--- config.mk ---
export PLATFORM = sky130hd
export DESIGN_NAME = rsa_stream_wrapper
export DESIGN_NICKNAME = d
export VERILOG_FILES = /design/src/rtl/rsa_wrapper_pkg.sv /design/src/rtl/avm_byte_port.sv /design/src/rtl/rsa_stream_wrapper.sv
export SDC_FILE = /design/constraint.sdc
export NUM_CORES = 2
export LEC_CHECK = 0
export BUFFER_PORTS_ARGS = -buffer_cell sky130_fd_sc_hd__buf_2
export CORE_AREA = 5 5 422 424
export CTS_BUF_LIST = sky130_fd_sc_hd__clkbuf_4 sky130_fd_sc_hd__clkbuf_8 sky130_fd_sc_hd__clkbuf_16
export DETAILED_ROUTE_END_ITERATION = 10
export DIE_AREA = 0 0 427 429
export PLACE_DENSITY = 0.5
export SLEW_MARGIN = 0
export SYNTH_ARGS = -nofsm -noshare
export SYNTH_HDL_FRONTEND = slang
export SYNTH_SLANG_ARGS = --single-unit
export TNS_END_PERCENT = 5
--- constraint.sdc ---
create_clock -name avm_clk -period 5 [get_ports avm_clk]
set_input_delay 0.25 -clock avm_clk [delete_from_list [all_inputs] [get_ports avm_clk]]
set_output_delay 0.25 -clock avm_clk [all_outputs]
set_load 0.1 [all_outputs]
--- src/rtl/rsa_wrapper_pkg.sv ---
// rsa_wrapper_pkg: shared FSM states, default register map and counter sizing for the RSA stream wrapper
package rsa_wrapper_pkg;
  typedef enum logic [2:0] {S_READ_N, S_READ_D, S_READ_C, S_START, S_WAIT, S_SEND} state_t;
  localparam int DEF_RX_ADDR = 0;
  localparam int DEF_TX_ADDR = 4;
  localparam int DEF_STATUS_ADDR = 8;
  localparam int DEF_RX_OK_BIT = 7;
  localparam int DEF_TX_OK_BIT = 6;
  function automatic int cnt_width(input int key_bits);
    return $clog2(key_bits / 8);
  endfunction
endpackage

--- src/rtl/avm_byte_port.sv ---
// avm_byte_port: polls the status register, then reads or writes one data byte over Avalon-MM
module avm_byte_port #(
  parameter int RX_ADDR = 0,
  parameter int TX_ADDR = 4,
  parameter int STATUS_ADDR = 8,
  parameter int RX_OK_BIT = 7,
  parameter int TX_OK_BIT = 6
) (
  input  logic        avm_clk,
  input  logic        avm_rst,
  input  logic        req,
  input  logic        is_tx,
  input  logic [7:0]  tx_byte,
  output logic [4:0]  avm_address,
  output logic        avm_read,
  input  logic [31:0] avm_readdata,
  output logic        avm_write,
  output logic [31:0] avm_writedata,
  input  logic        avm_waitrequest,
  output logic        byte_done,
  output logic [7:0]  rx_byte
);
  logic phase_q;
  logic xfer;
  logic ok;
  logic unused;
  assign unused = ^avm_readdata;
  always_comb begin
    ok = is_tx ? avm_readdata[TX_OK_BIT] : avm_readdata[RX_OK_BIT];
    avm_read = req & ~(phase_q & is_tx);
    avm_write = req & phase_q & is_tx;
    avm_address = !phase_q ? 5'(STATUS_ADDR) : is_tx ? 5'(TX_ADDR) : 5'(RX_ADDR);
    avm_writedata = avm_write ? {24'b0, tx_byte} : 32'b0;
    xfer = (avm_read | avm_write) & ~avm_waitrequest;
    byte_done = xfer & phase_q;
    rx_byte = avm_readdata[7:0];
  end
  always_ff @(posedge avm_clk)
    phase_q <= avm_rst ? 1'b0 : xfer ? ~phase_q & ok : phase_q;
endmodule

--- src/rtl/rsa_stream_wrapper.sv ---
// rsa_stream_wrapper: loads N, D and ciphertext byte-serially over Avalon-MM, runs the RSA core and streams the result out
module rsa_stream_wrapper
  import rsa_wrapper_pkg::*;
#(
  parameter int KEY_BITS = 256,
  parameter int KEEP_KEY = 0,
  parameter int RX_ADDR = DEF_RX_ADDR,
  parameter int TX_ADDR = DEF_TX_ADDR,
  parameter int STATUS_ADDR = DEF_STATUS_ADDR,
  parameter int RX_OK_BIT = DEF_RX_OK_BIT,
  parameter int TX_OK_BIT = DEF_TX_OK_BIT
) (
  input  logic                avm_clk,
  input  logic                avm_rst,
  output logic [4:0]          avm_address,
  output logic                avm_read,
  input  logic [31:0]         avm_readdata,
  output logic                avm_write,
  output logic [31:0]         avm_writedata,
  input  logic                avm_waitrequest,
  output logic                o_core_start,
  output logic [KEY_BITS-1:0] o_core_a,
  output logic [KEY_BITS-1:0] o_core_d,
  output logic [KEY_BITS-1:0] o_core_n,
  input  logic [KEY_BITS-1:0] i_core_result,
  input  logic                i_core_finished,
  output logic                o_busy
);
  localparam int NB = KEY_BITS / 8;
  localparam int CW = cnt_width(KEY_BITS);
  state_t state_q, state_d;
  logic [CW-1:0] cnt_q;
  logic [KEY_BITS-1:0] n_q, d_q, a_q;
  logic [KEY_BITS-9:0] out_q;
  logic req, is_tx, byte_done, last;
  logic [7:0] rx_byte;
  logic unused;
  assign unused = ^i_core_result[KEY_BITS-1 -: 8];
  assign o_core_n = n_q;
  assign o_core_d = d_q;
  assign o_core_a = a_q;
  avm_byte_port #(
    .RX_ADDR(RX_ADDR), .TX_ADDR(TX_ADDR), .STATUS_ADDR(STATUS_ADDR),
    .RX_OK_BIT(RX_OK_BIT), .TX_OK_BIT(TX_OK_BIT)
  ) u_port (
    .avm_clk(avm_clk), .avm_rst(avm_rst), .req(req), .is_tx(is_tx),
    .tx_byte(out_q[KEY_BITS-9 -: 8]), .avm_address(avm_address), .avm_read(avm_read),
    .avm_readdata(avm_readdata), .avm_write(avm_write), .avm_writedata(avm_writedata),
    .avm_waitrequest(avm_waitrequest), .byte_done(byte_done), .rx_byte(rx_byte)
  );
  always_comb begin
    is_tx = state_q == S_SEND;
    req = is_tx | state_q inside {S_READ_N, S_READ_D, S_READ_C};
    last = cnt_q == (is_tx ? CW'(NB - 2) : CW'(NB - 1));
    o_core_start = state_q == S_START;
    o_busy = state_q inside {S_START, S_WAIT, S_SEND};
  end
  always_comb begin
    state_d = state_q;
    case (state_q)
      S_READ_N: state_d = byte_done && last ? S_READ_D : S_READ_N;
      S_READ_D: state_d = byte_done && last ? S_READ_C : S_READ_D;
      S_READ_C: state_d = byte_done && last ? S_START : S_READ_C;
      S_START:  state_d = S_WAIT;
      S_WAIT:   state_d = i_core_finished ? S_SEND : S_WAIT;
      S_SEND:   state_d = byte_done && last ? (KEEP_KEY != 0 ? S_READ_C : S_READ_N) : S_SEND;
      default:  state_d = S_READ_N;
    endcase
  end
  always_ff @(posedge avm_clk)
    state_q <= avm_rst ? S_READ_N : state_d;
  always_ff @(posedge avm_clk) begin
    if (avm_rst) begin
      cnt_q <= '0;
      n_q <= '0;
      d_q <= '0;
      a_q <= '0;
      out_q <= '0;
    end else begin
      if (byte_done) cnt_q <= last ? '0 : cnt_q + 1'b1;
      if (byte_done && state_q == S_READ_N) n_q <= {n_q[KEY_BITS-9:0], rx_byte};
      if (byte_done && state_q == S_READ_D) d_q <= {d_q[KEY_BITS-9:0], rx_byte};
      if (byte_done && state_q == S_READ_C) a_q <= {a_q[KEY_BITS-9:0], rx_byte};
      if (state_q == S_WAIT && i_core_finished) out_q <= i_core_result[KEY_BITS-9:0];
      if (byte_done && is_tx) out_q <= out_q << 8;
      if (byte_done && is_tx && last && KEEP_KEY == 0) begin
        n_q <= '0;
        d_q <= '0;
      end
    end
  end
endmodule
==> results.py <==
metrics = {
    "detailed_routing": {
        "wl_per_cell_um": 19.9,
        "vias_per_cell": 4.36,
        "drt_iter0_markers": 2734,
        "firstDrtPassIters": 5,
        "drc_errors": 0,
        "via_count": 35000,
        "drt-total-wl_um": 160000,
        "drtAntennaViolNets": 0,
    },
    "logic_synthesis": {
        "synth.distinct_cells": 38,
        "synthSimpleGateAreaFrac": 0.187,
        "synthAdderAreaFrac": 0.000332,
        "postSynthCellCount": 4540,
        "synth_top_family_by_area": "simple AND/OR/NAND/NOR gates",
        "ys_warn_count": 0,
        "avgSynthCellArea_um2": 8.29,
        "synth_compound_gate_area_share": 0.153,
        "synth_xor_area_frac": 0.00116,
        "synthesis.area_um2": 37600,
        "synth.area.mux_share": 0.0641,
        "ys_ff_latch": 1025,
        "seq_area_frac_synth": 0.545,
    },
    "sta": {
        "skew_ns": 0.0336,
        "period_share": 0.692,
        "max_slew_margin": 0.242,
        "worst_pin_slew_ns": 1.14,
        "min_period_ns": 3.46,
        "finalMaxSlewViolations": 0,
        "tns_ns": 0,
        "setup_viol": 0,
        "fmax_ghz": 0.289,
        "layout_setup_ws_ns": 1.54,
        "hold_viol": 0,
        "holdWs_ns": 0.162,
        "rsz0062_at_grt": "no",
    },
    "setup_path": {
        "cp-endpoint": "avm_writedata[6]",
        "reg2reg_slack_ns": 1.66,
        "cp-end-kind": "output port",
        "critPathKind": "reg -> out",
        "worstReg2RegEnd": "out_q[140]",
        "ff2ff_path_depth": 6,
        "critical_path_arrival_ns": 3.21,
        "crit_fanout": 12,
        "cp-start-kind": "flop",
        "crit_path_top_delay_cell": "nor2_2",
        "crit_required_ns": 4.75,
        "cpPeakStageDelay_ns": 0.66,
        "crit-reg2reg-launch": "state_q[1]",
        "cp-startpoint": "state_q[0]",
        "cp_cell_sequence": "nand3b_1 > nor2_2 > and2_1 > buf_2",
    },
    "cts": {
        "numCtsBuffers": 116,
        "clock_latency_ns": 0.77,
        "holdBufCountCts": 258,
        "cts_setup_buffers": 0,
        "cts_max_level": 3,
        "cts_tree": "yes",
        "clockBufferDepth": 3,
        "cts-resized-gates": 0,
        "cts_sinks": 1025,
        "root_buffer": "clkbuf_16",
        "cts.clk_slew.worst_paths_ns": 0.07,
    },
    "grt": {
        "grt_use_met2": 0.274,
        "grt_overflow": 0,
        "grt_util_met3": 0.0423,
        "grt_max_degree": 227,
        "grt_pass1_vias": 32800,
        "grt_pass1_wl_um": 228000,
        "use_met1": 0.195,
        "grt.busiest_layer": "met2",
        "grt_usage": 0.165,
        "antenna_found_initial": 13,
    },
    "finish": {
        "drive_above_1_share": 0.226,
        "area_growth_syn_to_layout_pct": 35.6,
        "final_area_um2": 51000,
        "nFillCells": 18700,
        "nets": 5918,
        "fin_util": 0.294,
        "final_cell_count_no_fill": 8046,
    },
    "power_and_ir_drop": {
        "power_density_nw_per_um2": 341,
        "peakVddDrop_mv": 0.303,
        "fin_total_pwr_mw": 17.4,
        "p_leak_nw": 20.0,
    },
    "floorplan": {
        "start_util": 0.217,
        "core_area_um2": 173000,
        "num_rows": 153,
        "io_pins": 1101,
        "fp.dieH_um": 429,
        "die-area_um2": 183000,
        "die_w_um": 427,
    },
    "outcome": {
        "status": "finished, final reports clean",
    },
    "job": {
        "timing.max_cap.violations": 0,
    },
    "place": {
        "io_buffers": 1041,
        "routabilityCongestion": 0.875,
        "place_inst": 7574,
        "place_ws_ns": 1.81,
        "placed_area_um2": 44600,
        "dpl.hpwl_um": 115000,
    },
    "hold_path": {
        "hold_path_class": "in -> reg",
        "holdPathStages": 4,
    },
}
==> cells by family after synthesis <==
| group | count (synthesis) |
|---|---|
| compound gates | 1028 |
| xor+xnor | 5 |
| fa+ha+maj | 1 |
| buf+inv | 398 |
| flops | 1025 |
| mux | 241 |
| other cells | 1 |
| simple gates | 1841 |
==> final cells by class <==
type / instances / area (um2) / area share
timing repair buffer: 1336 / 8320 / 0.163
tap: 2325 / 2910 / 0.0570
multi-input combinational: 3143 / 15400 / 0.302
antenna: 12 / 30.0 / 0.000589
inverter: 3 / 11.3 / 0.000221
clock buffer: 170 / 3480 / 0.0682
clock inverter: 32 / 333 / 0.00652
sequential: 1025 / 20500 / 0.402
==> worst max-delay path: cells and delay by family, from the launching register on <==
family        cells  cell delay (ns)
simple gates      3             1.30
flops             1             0.62
buf+inv           1             0.52
==> how the worst min path moves through the flow <==
stage,start,endpoint
6_report,i_core_finished,out_q[3]
5_1_grt,i_core_finished,out_q[3]
4_1_cts,i_core_finished,out_q[3]
3_5_place_dp,o_core_n[255],o_core_n[255]
3_3_place_gp,o_core_a[250],o_core_a[250]
2_1_floorplan,i_core_result[0],out_q[0]
==> sequential cells by signal, indices dropped and copies added, names as in the netlist <==
| signal | count |
|---|---|
| u_port.phase_q | 1 |
| cnt_q | 5 |
| o_core_a | 256 |
| o_core_n | 256 |
| out_q | 248 |
| state_q | 3 |
| o_core_d | 256 |
==> power breakdown <==
group          switching [mW]  leakage [nW]  internal, mW
clock                    3.64          1.91          4.96
sequential            0.00260          8.25          8.17
combinational           0.398          9.86         0.230
total                    4.04          20.0          13.4
==> synth_stat cells <==
library cell | n | area share
or2_2 | 1 | 0.00017
o21a_1 | 1 | 0.00020
or3b_1 | 1 | 0.00023
nor2_1 | 246 | 0.025
o2111ai_1 | 1 | 0.00023
xor2_1 | 5 | 0.0012
or3b_2 | 1 | 0.00023
o21ai_0 | 1 | 0.00013
conb_1 | 1 | 0.00010
nor3_1 | 1 | 0.00013
nand3_1 | 4 | 0.00053
and3b_1 | 1 | 0.00023
o31ai_4 | 1 | 0.00057
o31ai_1 | 1 | 0.00020
o21ai_1 | 1 | 0.00013
nand3b_1 | 2 | 0.00040
nor4b_2 | 1 | 0.00040
dfxtp_1 | 1025 | 0.55
ha_1 | 1 | 0.00033
or3_1 | 1 | 0.00017
a211oi_1 | 240 | 0.048
buf_4 | 51 | 0.010
a31oi_1 | 1 | 0.00017
nand2b_1 | 4 | 0.00066
buf_2 | 128 | 0.017
and2_1 | 10 | 0.0017
mux2i_1 | 241 | 0.064
nor2b_1 | 3 | 0.00050
a21oi_1 | 780 | 0.10
buf_1 | 9 | 0.00090
clkbuf_1 | 207 | 0.021
nand2_1 | 1558 | 0.16
nor3b_1 | 1 | 0.00020
a21boi_0 | 1 | 0.00020
nand4_1 | 3 | 0.00050
and2_0 | 1 | 0.00017
inv_1 | 3 | 0.00030
and2b_1 | 2 | 0.00040
==> routing by layer <==
metal | vias to the layer above | part of all wire | wire, um
met5 | - | 0 | 0
met4 | 0 | 0.053 | 8530
met3 | 305 | 0.068 | 10900
met2 | 1051 | 0.48 | 76100
met1 | 16500 | 0.40 | 64400
li1 | 17200 | - | -
==> cells in the final DEF, fill, tap and decap left out, drive strengths merged, types with 3 or more instances in the layout <==
cell            n
a21oi         780
bufinv          3
nand4           3
nand2        1558
clkinv         19
nor2          246
nor2b           3
and2           11
inv             9
diode          12
conb           27
a211oi        240
clkbuf        170
dlygate4sd3   258
mux2i         241
nand2b          4
dfxtp        1025
clkinvlp        4
xor2            5
nand3           4
buf          1078
Note: power is estimated with default switching activity, not from simulation.
